File: src/rtl/rv_fetch_stage_pkg.sv
`default_nettype none
// ---------------------------------------------------------------------------
// rv_fetch_stage_pkg : shared constants and helpers for the fetch front end
// Rev 1.0
// ---------------------------------------------------------------------------
package rv_fetch_stage_pkg;

  localparam int          INST_W               = 32;
  localparam logic [31:0] NOP                  = 32'h0000_0013;
  localparam logic [31:0] RESET_VECTOR_DEFAULT = 32'h0000_0000;

  function automatic logic word_aligned(input logic [1:0] lsb);
    return lsb == 2'b00;
  endfunction

endpackage
`default_nettype wire

File: src/rtl/rv_fetch_stage_fifo.sv
`default_nettype none
// ---------------------------------------------------------------------------
// rv_fetch_stage_fifo : synchronous prefetch FIFO, flush beats push
// Rev 1.0
// ---------------------------------------------------------------------------
module rv_fetch_stage_fifo #(
  parameter int WIDTH = 64,
  parameter int DEPTH = 4
) (
  input  logic                   clk,
  input  logic                   rst,
  input  logic                   flush,
  input  logic                   push,
  input  logic [WIDTH-1:0]       push_data,
  input  logic                   pop,
  output logic [$clog2(DEPTH):0] count,
  output logic                   empty,
  output logic [WIDTH-1:0]       head
);

  localparam int AW = $clog2(DEPTH);

  logic [WIDTH-1:0] mem_q [DEPTH];
  logic [AW-1:0]    wr_ptr_q, wr_ptr_d;
  logic [AW-1:0]    rd_ptr_q, rd_ptr_d;
  logic [AW:0]      count_q, count_d;
  logic             full;
  logic             do_push, do_pop;

  assign empty = (count_q == '0);
  assign full  = (count_q == (AW+1)'(DEPTH));
  assign count = count_q;
  assign head  = mem_q[rd_ptr_q];

  always_comb begin
    do_push  = push && !full;
    do_pop   = pop && !empty;
    wr_ptr_d = wr_ptr_q;
    rd_ptr_d = rd_ptr_q;
    count_d  = count_q;
    if (flush) begin
      wr_ptr_d = '0;
      rd_ptr_d = '0;
      count_d  = '0;
    end else begin
      if (do_push) wr_ptr_d = wr_ptr_q + 1'b1;
      if (do_pop)  rd_ptr_d = rd_ptr_q + 1'b1;
      count_d = count_q + {{AW{1'b0}}, do_push} - {{AW{1'b0}}, do_pop};
    end
  end

  always_ff @(posedge clk) begin
    if (rst) begin
      wr_ptr_q <= '0;
      rd_ptr_q <= '0;
      count_q  <= '0;
    end else begin
      wr_ptr_q <= wr_ptr_d;
      rd_ptr_q <= rd_ptr_d;
      count_q  <= count_d;
    end
  end

  // Data array carries no reset; only pointers define validity.
  always_ff @(posedge clk) begin
    if (do_push && !flush) mem_q[wr_ptr_q] <= push_data;
  end

  // Upstream credit accounting must never let a response land on a full FIFO.
  always_ff @(posedge clk) begin
    if (!rst && push && !flush) assert (!full);
  end

endmodule
`default_nettype wire

File: src/rtl/rv_fetch_stage.sv
`default_nettype none
// ---------------------------------------------------------------------------
// rv_fetch_stage : RISC-V fetch front end - PC, credit-based imem requests,
//                  prefetch buffering and redirect flush
// Rev 1.0
// ---------------------------------------------------------------------------
module rv_fetch_stage
  import rv_fetch_stage_pkg::*;
#(
  parameter int              XLEN         = 32,
  parameter logic [XLEN-1:0] RESET_VECTOR = XLEN'(RESET_VECTOR_DEFAULT),
  parameter int              FIFO_DEPTH   = 4
) (
  input  logic              clk,
  input  logic              rst,
  output logic              imem_req_valid,
  input  logic              imem_req_ready,
  output logic [XLEN-1:0]   imem_req_addr,
  input  logic              imem_rsp_valid,
  input  logic [INST_W-1:0] imem_rsp_data,
  input  logic              redirect_valid,
  input  logic [XLEN-1:0]   redirect_target,
  output logic              dec_valid,
  input  logic              dec_ready,
  output logic [INST_W-1:0] dec_inst,
  output logic [XLEN-1:0]   dec_pc,
  output logic              misalign_err
);

  localparam int              CW        = $clog2(FIFO_DEPTH) + 1;
  localparam logic [CW:0]     DEPTH_LIM = (CW+1)'(FIFO_DEPTH);
  localparam logic [XLEN-1:0] INC       = XLEN'(4);

  logic [XLEN-1:0]        pc_q, pc_d;
  logic [XLEN-1:0]        rsp_pc_q, rsp_pc_d;
  logic [CW-1:0]          outstanding_q, outstanding_d;
  logic [CW-1:0]          discard_q, discard_d;
  logic                   misalign_q, misalign_d;
  logic [CW-1:0]          fifo_count;
  logic                   fifo_empty;
  logic [XLEN+INST_W-1:0] fifo_head;
  logic [CW:0]            inflight_sum;
  logic                   req_fire, redirect_ok, push, pop;

  // Entries already buffered plus requests in flight reserve FIFO slots.
  assign inflight_sum   = {1'b0, fifo_count} + {1'b0, outstanding_q};
  assign imem_req_valid = !rst && (inflight_sum < DEPTH_LIM);
  assign imem_req_addr  = pc_q;
  assign req_fire       = imem_req_valid && imem_req_ready;
  assign redirect_ok    = redirect_valid && word_aligned(redirect_target[1:0]);
  assign push           = imem_rsp_valid && (discard_q == '0) && !redirect_ok;

  assign dec_valid    = !rst && !fifo_empty;
  assign dec_pc       = fifo_head[INST_W +: XLEN];
  assign dec_inst     = fifo_empty ? NOP : fifo_head[INST_W-1:0];
  assign pop          = dec_valid && dec_ready;
  assign misalign_err = !rst && misalign_q;

  always_comb begin
    pc_d          = pc_q;
    rsp_pc_d      = rsp_pc_q;
    outstanding_d = outstanding_q + CW'(req_fire) - CW'(imem_rsp_valid);
    discard_d     = discard_q;
    misalign_d    = redirect_valid && !word_aligned(redirect_target[1:0]);
    if (imem_rsp_valid && (discard_q != '0)) discard_d = discard_q - 1'b1;
    if (req_fire) pc_d = pc_q + INC;
    if (push)     rsp_pc_d = rsp_pc_q + INC;
    // Everything still in flight after this edge belongs to the wrong path.
    if (redirect_ok) begin
      pc_d      = redirect_target;
      rsp_pc_d  = redirect_target;
      discard_d = outstanding_d;
    end
  end

  always_ff @(posedge clk) begin
    if (rst) begin
      pc_q          <= RESET_VECTOR;
      rsp_pc_q      <= RESET_VECTOR;
      outstanding_q <= '0;
      discard_q     <= '0;
      misalign_q    <= 1'b0;
    end else begin
      pc_q          <= pc_d;
      rsp_pc_q      <= rsp_pc_d;
      outstanding_q <= outstanding_d;
      discard_q     <= discard_d;
      misalign_q    <= misalign_d;
    end
  end

  rv_fetch_stage_fifo #(
    .WIDTH (XLEN + INST_W),
    .DEPTH (FIFO_DEPTH)
  ) u_fetch_fifo (
    .clk       (clk),
    .rst       (rst),
    .flush     (redirect_ok),
    .push      (push),
    .push_data ({rsp_pc_q, imem_rsp_data}),
    .pop       (pop),
    .count     (fifo_count),
    .empty     (fifo_empty),
    .head      (fifo_head)
  );

endmodule
`default_nettype wire
File: config.mk
export PLATFORM = sky130hd
export DESIGN_NAME = rv_fetch_stage
export DESIGN_NICKNAME = d
export VERILOG_FILES = /design/src/rtl/rv_fetch_stage_pkg.sv /design/src/rtl/rv_fetch_stage_fifo.sv /design/src/rtl/rv_fetch_stage.sv
export SDC_FILE = /design/constraint.sdc
export NUM_CORES = 1
export LEC_CHECK = 0
export CAP_MARGIN = 15
export CORE_ASPECT_RATIO = 1.75
export CORE_MARGIN = 2
export CORE_UTILIZATION = 55
export DETAILED_ROUTE_END_ITERATION = 8
export HOLD_SLACK_MARGIN = 0.15
export PLACE_DENSITY = 0.76
export RECOVER_POWER = 50
export SKIP_LAST_GASP = 1
export SYNTH_ARGS = -nofsm -noshare
export SYNTH_HDL_FRONTEND = slang
export SYNTH_HIERARCHICAL = 1
export SYNTH_SLANG_ARGS = --single-unit
File: constraint.sdc
create_clock -name clk -period 8.51 [get_ports clk]
set_input_delay 1.702 -clock clk [delete_from_list [all_inputs] [get_ports clk]]
set_output_delay 1.702 -clock clk [all_outputs]
set_load 0.05 [all_outputs]
==> results of run 1 <==
==> per-layer routing <==
layer / track usage [%] / wire (um) / up-vias
li1: - / - / 3966
met1: 27.4 / 11500 / 4295
met2: 40.0 / 15900 / 347
met3: 2.48 / 1650 / 56
met4: 8.15 / 901 / 0
met5: 0 / 0 / -
==> power groups by stage <==
stage | sequential [uW] | combinational, uW | clock, uW
3_5_place_dp | 2020 | 1070 | 0
3_3_place_gp | 2010 | 1060 | 0
6_report | 1990 | 1050 | 1110
4_1_cts | 1990 | 1070 | 1130
5_1_grt | 2000 | 1110 | 1190
2_1_floorplan | 2030 | 708 | 0
==> through the flow <==
step,setup slack [ns],cell area [um2],power [uW],hold WS [ns]
floorplan,0.579,14100,2740,0.452
global placement,2.99,16000,3080,0.444
detailed placement,2.99,16000,3090,0.444
CTS,2.97,16700,4200,0.467
global route,2.31,16700,4310,0.474
finish,2.45,16700,4150,0.455
==> kinds of logic after synthesis <==
group | Yosys count | synth area share [%]
flops | 336 | 65.9
simple gates | 276 | 11.6
compound gates | 125 | 6.13
buf+inv | 72 | 2.87
mux | 69 | 10.7
xor+xnor | 21 | 1.30
fa+ha+maj | 16 | 1.53
==> layout make-up <==
type | instances | area [um2] | share of cell area [%]
clock buffers | 35 | 706 | 4.22
clock inverters | 9 | 46.3 | 0.277
inverters | 20 | 75.1 | 0.449
multi-input cells | 507 | 4430 | 26.5
flip-flops and latches | 336 | 9290 | 55.6
well taps | 316 | 395 | 2.36
repair buffers | 182 | 1780 | 10.6
==> path summary, 6_finish.rpt <==
path                            depth (start not counted)  slack, ns                              from                             to
worst max-delay path                                    6       2.45                               rst                 imem_req_valid
worst min-delay path                                    1       0.45     imem_req_addr[1]$_SDFFE_PP0P_  imem_req_addr[1]$_SDFFE_PP0P_
worst max register to register                         11       5.12  u_fetch_fifo/count[2]$_SDFF_PP0_      discard_q[2]$_SDFFE_PP0P_
worst min register to register                          1       0.45     imem_req_addr[1]$_SDFFE_PP0P_  imem_req_addr[1]$_SDFFE_PP0P_
==> synth_stat cells, types with 2 or more instances <==
cell      number  share of area [%]
a221oi_1       2               0.12
o21bai_1      27                1.4
a211oi_1       9               0.48
and3_1        16               0.71
a311oi_1       6               0.37
or3_1          8               0.35
nand4_1       32                1.4
edfxtp_1     256                 55
dfxtp_1       80                 11
a31oi_1       22               0.98
and4_1        20                1.2
nand2_1       37               0.98
inv_1         20               0.53
xnor2_1       12               0.75
nor4_1         9               0.40
o21a_1         2               0.11
a21oi_1       21               0.75
mux4_1         4               0.75
buf_6          2               0.16
mux4_2        60                9.6
nand3_1       21               0.75
buf_12         6               0.85
fa_1           2               0.28
nor2b_1       33                1.5
nor3_1        18               0.64
o41ai_1        3               0.19
nor2_1        27               0.72
and2_1        15               0.67
xor2_1         9               0.56
o31a_1         2               0.12
buf_2         13               0.46
nor3b_1       10               0.53
o31ai_1       16               0.85
or4_1         19                1.0
ha_1          14                1.2
clkbuf_1      29               0.77
o21ai_0       11               0.39
mux2i_1        5               0.35
or2_2          3               0.13
==> sequential cells by signal, summed over array words and instances, names as in the netlist, named ones only <==
signal                 cells
u_fetch_fifo/wr_ptr_q      2
u_fetch_fifo/count         3
imem_req_addr             32
outstanding_q              3
rsp_pc_q                  32
misalign_q                 1
discard_q                  3
u_fetch_fifo/rd_ptr_q      2
u_fetch_fifo/mem_q       256
==> metrics, run 1 <==
Post-synth EDFFs 256; # rows 77; worst hold path type flop to flop; Max Clk Rate 165 MHz; critical path's top delay family buffers and inverters; total CTS buffers 27; CP max FO 16; part of the cycle the worst path needs 71.2%; slew at the pin closest to its max-slew limit 1.87 ns; #FFs+latches synth 336; Max Cap Viol 1; NumNets Final 1160; ant diodes 0; power density cells 248 nW/um2; Area growth syn-to-layout 18.6%; latest clock arrival within the worst-skew pair 0.54 ns; Clock transition at path regs 0.07 ns; Post-CTS Setup Bufs 0; via count 8664; Die X 125 um; CTS tree built; power share of the combinational group 25.3%; initial antenna violation count 0; Syn Nets 1001; synthesized area 14100 um2; # fillers 1794; root buf cell clkbuf_16; post-layout util 66.3%; WS Path Type input port to output pin; Pins Over Slew Limit 47; switching component of the power 1290 uW; setup TNS 0 ns; htree depth 1; largest net degree at the start of global routing 90; slowest CP cell clkdlybuf4s50_1; Final Setup Violations 0; total gr overflow 0; synthesis warning total 6; fin cells 1405; Antenna Violating Nets Remaining 0; GR Util All Layers 22.1%; port buffer count 168; post-cts resize count 0; Core ar. 25200 um2; Die Y 216 um; layout cell share with drive strength beyond 1 10.7%; minimum clock period after layout 6.06 ns; DP Cell Count 1361; Die Area 27000 um2; Worst VDD drop 0.169 mV; Final HPWL DP 19.2 mm; Post-Syn Instances 915; commonest non-fill, non-tap cells in the layout edfxtp_1 (256), clkdlybuf4s50_1 (103), dfxtp_1 (78), dlygate4sd3_1 (65), mux4_2 (60); CTS Buffer Depth 3; GP Congestion 0.890; WL final 30.0 mm; clock skew 0.0167 ns; sw frac 31.0%; leakage 0.00538 uW; Int Pwr 2860 uW; Async S/R FF share, synth 0%; I/O Pins 169; CP Cell Sequence dlygate4sd3_1, nor4_4, clkbuf_1, nand2_1, inv_1, clkdlybuf4s50_1; drt first pass iters 6; most common cell after layout, fill and taps aside edfxtp_1; Worst Setup Start Kind input port; DRC Markers 0; Rel. slew slack -24.7%; syn avg cell area 15.4 um2; max incr delay on CP 0.80 ns; Clk pwr share 26.7%; Crit path buffers/inverters 4; Req. time, crit path 6.81 ns; Initial Utilization 55.9%; sequential cell area fraction in the yosys report 65.9%; status finished, violations left; Netlist cell types 53; part of the power in registers 48.0%; vias per cell 6.17; Routed wire per std cell 21.3 um; Iter 0 DRT Violations 800; hold_buf cts 0; ys flop type edfxtp_1; final hold violations 0; failing checks max-capacitance violations, max-slew violations; vias in the first global route 8749; RSZ-0062 raised after global routing false; Critical Path AT 4.36 ns; total clock sinks 336; CP endpoint kind output pin; first-pass GRT wire length 47.3 mm
Note: power is estimated with default switching activity, not from simulation.
==> run 2: changes to the inputs <==
clock period = 5.6 ns   (was 8.51 ns; I/O delays follow)
==> metrics, run 2 (same netlist as run 1, synthesis figures left out) <==
Final Setup Violations 0 (unchanged); layout cell share with drive strength beyond 1 11.4% (was 10.7%); initial antenna violation count 0 (unchanged); Max Clk Rate 231 MHz; CP endpoint kind output pin (unchanged); drt first pass iters 5 (was 6); first-pass GRT wire length 47.5 mm (was 47.3 mm); Final HPWL DP 19.6 mm (was 19.2 mm); Largest Register u_fetch_fifo/mem_q (unchanged); final hold violations 0 (unchanged); ant diodes 0 (unchanged); Setup Slack @ Placement 1.60 ns (was 2.99 ns); commonest non-fill, non-tap cells in the layout edfxtp_1 (256), clkdlybuf4s50_1 (129), dfxtp_1 (78), mux4_2 (60), dlygate4sd3_1 (38) (was edfxtp_1 (256), clkdlybuf4s50_1 (103), dfxtp_1 (78), dlygate4sd3_1 (65), mux4_2 (60)); Pins Over Slew Limit 126 (was 47); Most Crowded Layer GR met2 (unchanged); minimum clock period after layout 4.32 ns; met1 global-route usage 27.1% (was 27.4%); htree depth 1 (unchanged); Area growth syn-to-layout 19.6% (was 18.6%); via count 8658 (was 8664); GP Congestion 0.894 (was 0.890); Clock transition at path regs 0.07 ns (about the same); largest net degree at the start of global routing 89 (was 90); total CTS buffers 28 (was 27); CP max FO 17 (was 16); DRC Markers 0 (unchanged); vias in the first global route 8862 (was 8749); switching component of the power 2000 uW (was 1290 uW); WL final 29.9 mm (was 30.0 mm); I/O Pins 169 (unchanged); Power, Total 6450 uW (was 4150 uW); Die X 125 um (unchanged); total gr overflow 0 (unchanged); worst hold path type flop to flop (unchanged); most common cell after layout, fill and taps aside edfxtp_1 (unchanged); Worst Setup Start Kind input port (unchanged); total clock sinks 336 (unchanged); Critical Path AT 3.20 ns (was 4.36 ns); Worst VDD drop 0.255 mV (was 0.169 mV); CTS tree built (unchanged); dpl cell area 16000 um2 (about the same); Final Instance Area 16900 um2 (was 16700 um2); Die Y 216 um (unchanged); latest clock arrival within the worst-skew pair 0.56 ns (was 0.54 ns); Die Area 27000 um2 (unchanged); Req. time, crit path 4.48 ns (was 6.81 ns); max reg flops 256 (unchanged); part of the cycle the worst path needs 77.2%; Setup WS post-layout 1.28 ns (was 2.45 ns); slew at the pin closest to its max-slew limit 1.82 ns (was 1.87 ns); Post-CTS Setup Bufs 0 (unchanged); root buf cell clkbuf_16 (unchanged); part of the power in registers 46.7% (was 48.0%); Iter 0 DRT Violations 643 (was 800); Int Pwr 4450 uW (was 2860 uW); Max Cap Viol 2 (was 1); Routed wire per std cell 21.1 um (was 21.3 um); status finished, violations left (unchanged); Antenna Violating Nets Remaining 0 (unchanged); post-cts resize count 0 (unchanged); CTS Buffer Depth 3 (unchanged); Clk pwr share 28.2% (was 26.7%); leakage 0.00537 uW (was 0.00538 uW); Rel. slew slack -21.5% (was -24.7%); WS Path Type input port to output pin (unchanged); clock skew 0.0242 ns (was 0.0167 ns); # rows 77 (unchanged); GR Util All Layers 22.3% (was 22.1%); power density cells 383 nW/um2 (was 248 nW/um2); NumNets Final 1165 (was 1160); sw frac 31.0% (about the same); # fillers 1830 (was 1794); routing usage on met3 2.38% (was 2.48%); power share of the combinational group 25.1% (was 25.3%); Initial Utilization 55.9% (unchanged); setup TNS 0 ns (unchanged); met2 usage 40.0% (about the same); vias per cell 6.12 (was 6.17); failing checks max-capacitance violations, max-slew violations (unchanged); hold_buf cts 0 (unchanged); Core ar. 25200 um2 (unchanged); port buffer count 168 (unchanged); RSZ-0062 raised after global routing false (unchanged)
[run 2: critical path, cell delays in order]
cell             delay [ns]
clkdlybuf4s50_1        0.42
buf_4                  0.22
nor4_4                 0.27
clkbuf_1               0.59
nand2_1                0.26
inv_1                  0.11
buf_4                  0.20
[run 2: final timing paths]
check / from / endpoint / slack (ns) / cells past startpoint
max reg2reg: u_fetch_fifo/count[2]$_SDFF_PP0_ / discard_q[2]$_SDFFE_PP0P_ / 2.24 / 11
min reg2reg: imem_req_addr[1]$_SDFFE_PP0P_ / imem_req_addr[1]$_SDFFE_PP0P_ / 0.46 / 1
max: rst / imem_req_valid / 1.28 / 7
min: imem_req_addr[1]$_SDFFE_PP0P_ / imem_req_addr[1]$_SDFFE_PP0P_ / 0.46 / 1
[run 2: power groups by stage]
stage | clock network [uW] | logic (uW) | registers, uW
after floorplan | 0 | 1080 | 3090
after global placement | 0 | 1630 | 3050
after detailed placement | 0 | 1640 | 3070
after CTS | 1860 | 1650 | 3020
after global routing | 1950 | 1720 | 3040
final | 1820 | 1620 | 3020
[run 2: cell type report]
| type | count | area, um2 | area share (%) |
|---|---|---|---|
| clock inverter | 13 | 70.1 | 0.415 |
| timing repair buffer | 186 | 1830 | 10.9 |
| clock buffer | 37 | 777 | 4.61 |
| tap | 316 | 395 | 2.34 |
| inverter | 20 | 75.1 | 0.445 |
| multi-input combinational | 507 | 4420 | 26.2 |
| sequential | 336 | 9290 | 55.1 |
[run 2: metal layers]
layer	wire length (um)	vias up
li1	-	3986
met1	11600	4323
met2	15700	286
met3	1360	63
met4	1160	0
met5	0	-
[run 2: stage by stage]
step	hold WS, ns	util, %	cells
after global routing	0.501	66.8	1415
after global placement	0.441	63.6	1365
final	0.464	66.8	1415
after floorplan	0.452	-	915
after detailed placement	0.446	63.6	1365
after CTS	0.466	66.9	1415
==> run 3: changes to the inputs <==
CORE_UTILIZATION = 50   (was 55)
PLACE_DENSITY = 0.73   (was 0.76)
clock period = 3.8 ns   (was 5.6 ns; I/O delays follow)
==> metrics, run 3 (same netlist as run 1, synthesis figures left out) <==
status finished, violations left (unchanged); CTS Buffer Depth 3 (unchanged); Clock transition at path regs 0.07 ns (about the same); RSZ-0062 raised after global routing false (unchanged); CP max FO 20 (was 17); slew at the pin closest to its max-slew limit 1.73 ns (was 1.82 ns); Antenna Violating Nets Remaining 0 (unchanged); WL final 30.4 mm (was 29.9 mm); Final HPWL DP 20.2 mm (was 19.6 mm); Routed wire per std cell 20.5 um (was 21.1 um); # fillers 2097 (was 1830); Worst Setup Start Kind flop (was input port); latest clock arrival within the worst-skew pair 0.55 ns (was 0.56 ns); Core ar. 27900 um2 (was 25200 um2); vias per cell 5.89 (was 6.12); CP endpoint kind output pin (unchanged); vias in the first global route 8756 (was 8862); Setup Slack @ Placement 0.293 ns (was 1.60 ns); worst hold path type flop to flop (unchanged); htree depth 1 (unchanged); Max Cap Viol 1 (was 2); DRC Markers 0 (unchanged); post-cts resize count 0 (unchanged); Largest Register u_fetch_fifo/mem_q (unchanged); setup TNS 0 ns (unchanged); initial antenna violation count 0 (unchanged); Worst Hold Path EP imem_req_addr[1]$_SDFFE_PP0P_ (unchanged); worst r2r src u_fetch_fifo/count[1]$_SDFF_PP0_ (was u_fetch_fifo/count[2]$_SDFF_PP0_); Multi-input gate area 4450 um2 (was 4420 um2); Rel. slew slack -15.3% (was -21.5%); total CTS buffers 29 (was 28); power density cells 575 nW/um2 (was 383 nW/um2); most common cell after layout, fill and taps aside edfxtp_1 (unchanged); commonest non-fill, non-tap cells in the layout edfxtp_1 (256), clkdlybuf4s50_1 (130), dfxtp_1 (78), mux4_2 (60), nand2_1 (37) (was edfxtp_1 (256), clkdlybuf4s50_1 (129), dfxtp_1 (78), mux4_2 (60), dlygate4sd3_1 (38)); Setup WS post-layout 0.203 ns (was 1.28 ns); Req. time, crit path 3.04 ns (was 4.48 ns); # rows 81 (was 77); Post-CTS Setup Bufs 0 (unchanged); minimum clock period after layout 3.60 ns; CTS tree built (unchanged); Final Setup Violations 0 (unchanged); worst hold stages 1 (unchanged); root buf cell clkbuf_16 (unchanged); max reg flops 256 (unchanged); Die Y 226 um (was 216 um); Max Clk Rate 278 MHz; max incr delay on CP 0.70 ns (was 0.59 ns); WS Path Type flop to output pin (was input port to output pin); total clock sinks 336 (unchanged); Iter 0 DRT Violations 668 (was 643); Crit path buffers/inverters 2 (was 5); final hold violations 0 (unchanged); CP Cell Sequence buf_4, mux4_2, or2_2, clkdlybuf4s50_1 (was clkdlybuf4s50_1, buf_4, nor4_4, clkbuf_1, nand2_1, inv_1, buf_4); R2R cell count 11 (unchanged); failing checks max-capacitance violations, max-slew violations (unchanged); part of the cycle the worst path needs 94.7%; R2R setup slack 0.47 ns (was 2.24 ns); hold_buf cts 0 (unchanged); Die Area 29600 um2 (was 27000 um2); Worst VDD drop 0.402 mV (was 0.255 mV); total gr overflow 0 (unchanged); I/O Pins 169 (unchanged); layout cell share with drive strength beyond 1 12.4% (was 11.4%); clock skew 0.0122 ns (was 0.0242 ns); drt first pass iters 7 (was 5); critical path's top delay family buffers and inverters (unchanged); worst r2r dst discard_q[2]$_SDFFE_PP0P_ (unchanged); slowest CP cell clkdlybuf4s50_1 (was clkbuf_1); Initial Utilization 50.6% (was 55.9%); Pins Over Slew Limit 89 (was 126); ant diodes 0 (unchanged); port buffer count 168 (unchanged); Die X 131 um (was 125 um); NumNets Final 1171 (was 1165); Area growth syn-to-layout 21.6% (was 19.6%); Critical Path AT 2.84 ns (was 3.20 ns); leakage 0.00547 uW (was 0.00537 uW); GR Util All Layers 21.0% (was 22.3%); Register Area 9290 um2 (unchanged); largest net degree at the start of global routing 89 (unchanged); Hold Startpoint imem_req_addr[1]$_SDFFE_PP0P_ (unchanged); via count 8711 (was 8658); post-layout util 61.5% (was 66.8%); GP Congestion 0.865 (was 0.894); first-pass GRT wire length 47.8 mm (was 47.5 mm)
-- run 3: cell count changes in the layout (fill, tap and decap cells not counted), sizes merged, moves of 3 or more --
cell         before  now
bufinv            0    4
buf              14   21
clkbuf           42   46
dlygate4sd3      38   35
clkinv            9    4
-- run 3: worst max-delay path by stage --
stage / end / slack [ns] / cells past startpoint
after floorplan: u_fetch_fifo/mem_q[0][0]$_DFFE_PP_ / 0.005 / 7
after global placement: u_fetch_fifo/count[2]$_SDFF_PP0_ / 0.32 / 12
after detailed placement: u_fetch_fifo/count[2]$_SDFF_PP0_ / 0.29 / 12
after CTS: dec_inst[4] / 0.16 / 4
after global routing: dec_inst[4] / 0.08 / 4
final: dec_inst[4] / 0.20 / 4
-- run 3: area by class of cell --
type                       instances  share of cell area (%)
sequential                       336                    54.2
multi-input combinational        507                    25.9
clock inverter                    11                   0.934
inverter                          20                   0.438
timing repair buffer             191                    11.1
clock buffer                      41                    4.61
tap                              373                    2.72
-- run 3: report_power, final --
group / internal, uW / leakage (uW) / switching [uW]
clock network: 1720 / 0.000456 / 1260
logic: 896 / 0.00200 / 1550
registers: 4270 / 0.00302 / 167
total: 6880 / 0.00547 / 2970
-- run 3: metrics by stage --
stage,cells,power [uW],instance area (um2),hold WS (ns)
floorplan,915,6130,14100,0.452
detailed placement,1427,7010,16200,0.448
global placement,1427,6980,16200,0.443
global route,1479,10200,17100,0.481
CTS,1479,9970,17200,0.466
finish,1479,9850,17100,0.463
-- run 3: layer usage --
| layer | track usage (%) | share of wire [%] | vias to the layer above |
|---|---|---|---|
| li1 | - | - | 3983 |
| met5 | 0 | 0 | - |
| met2 | 37.5 | 54 | 292 |
| met4 | 7.58 | 3.3 | 0 |
| met3 | 2.42 | 4.8 | 62 |
| met1 | 26.0 | 38 | 4374 |
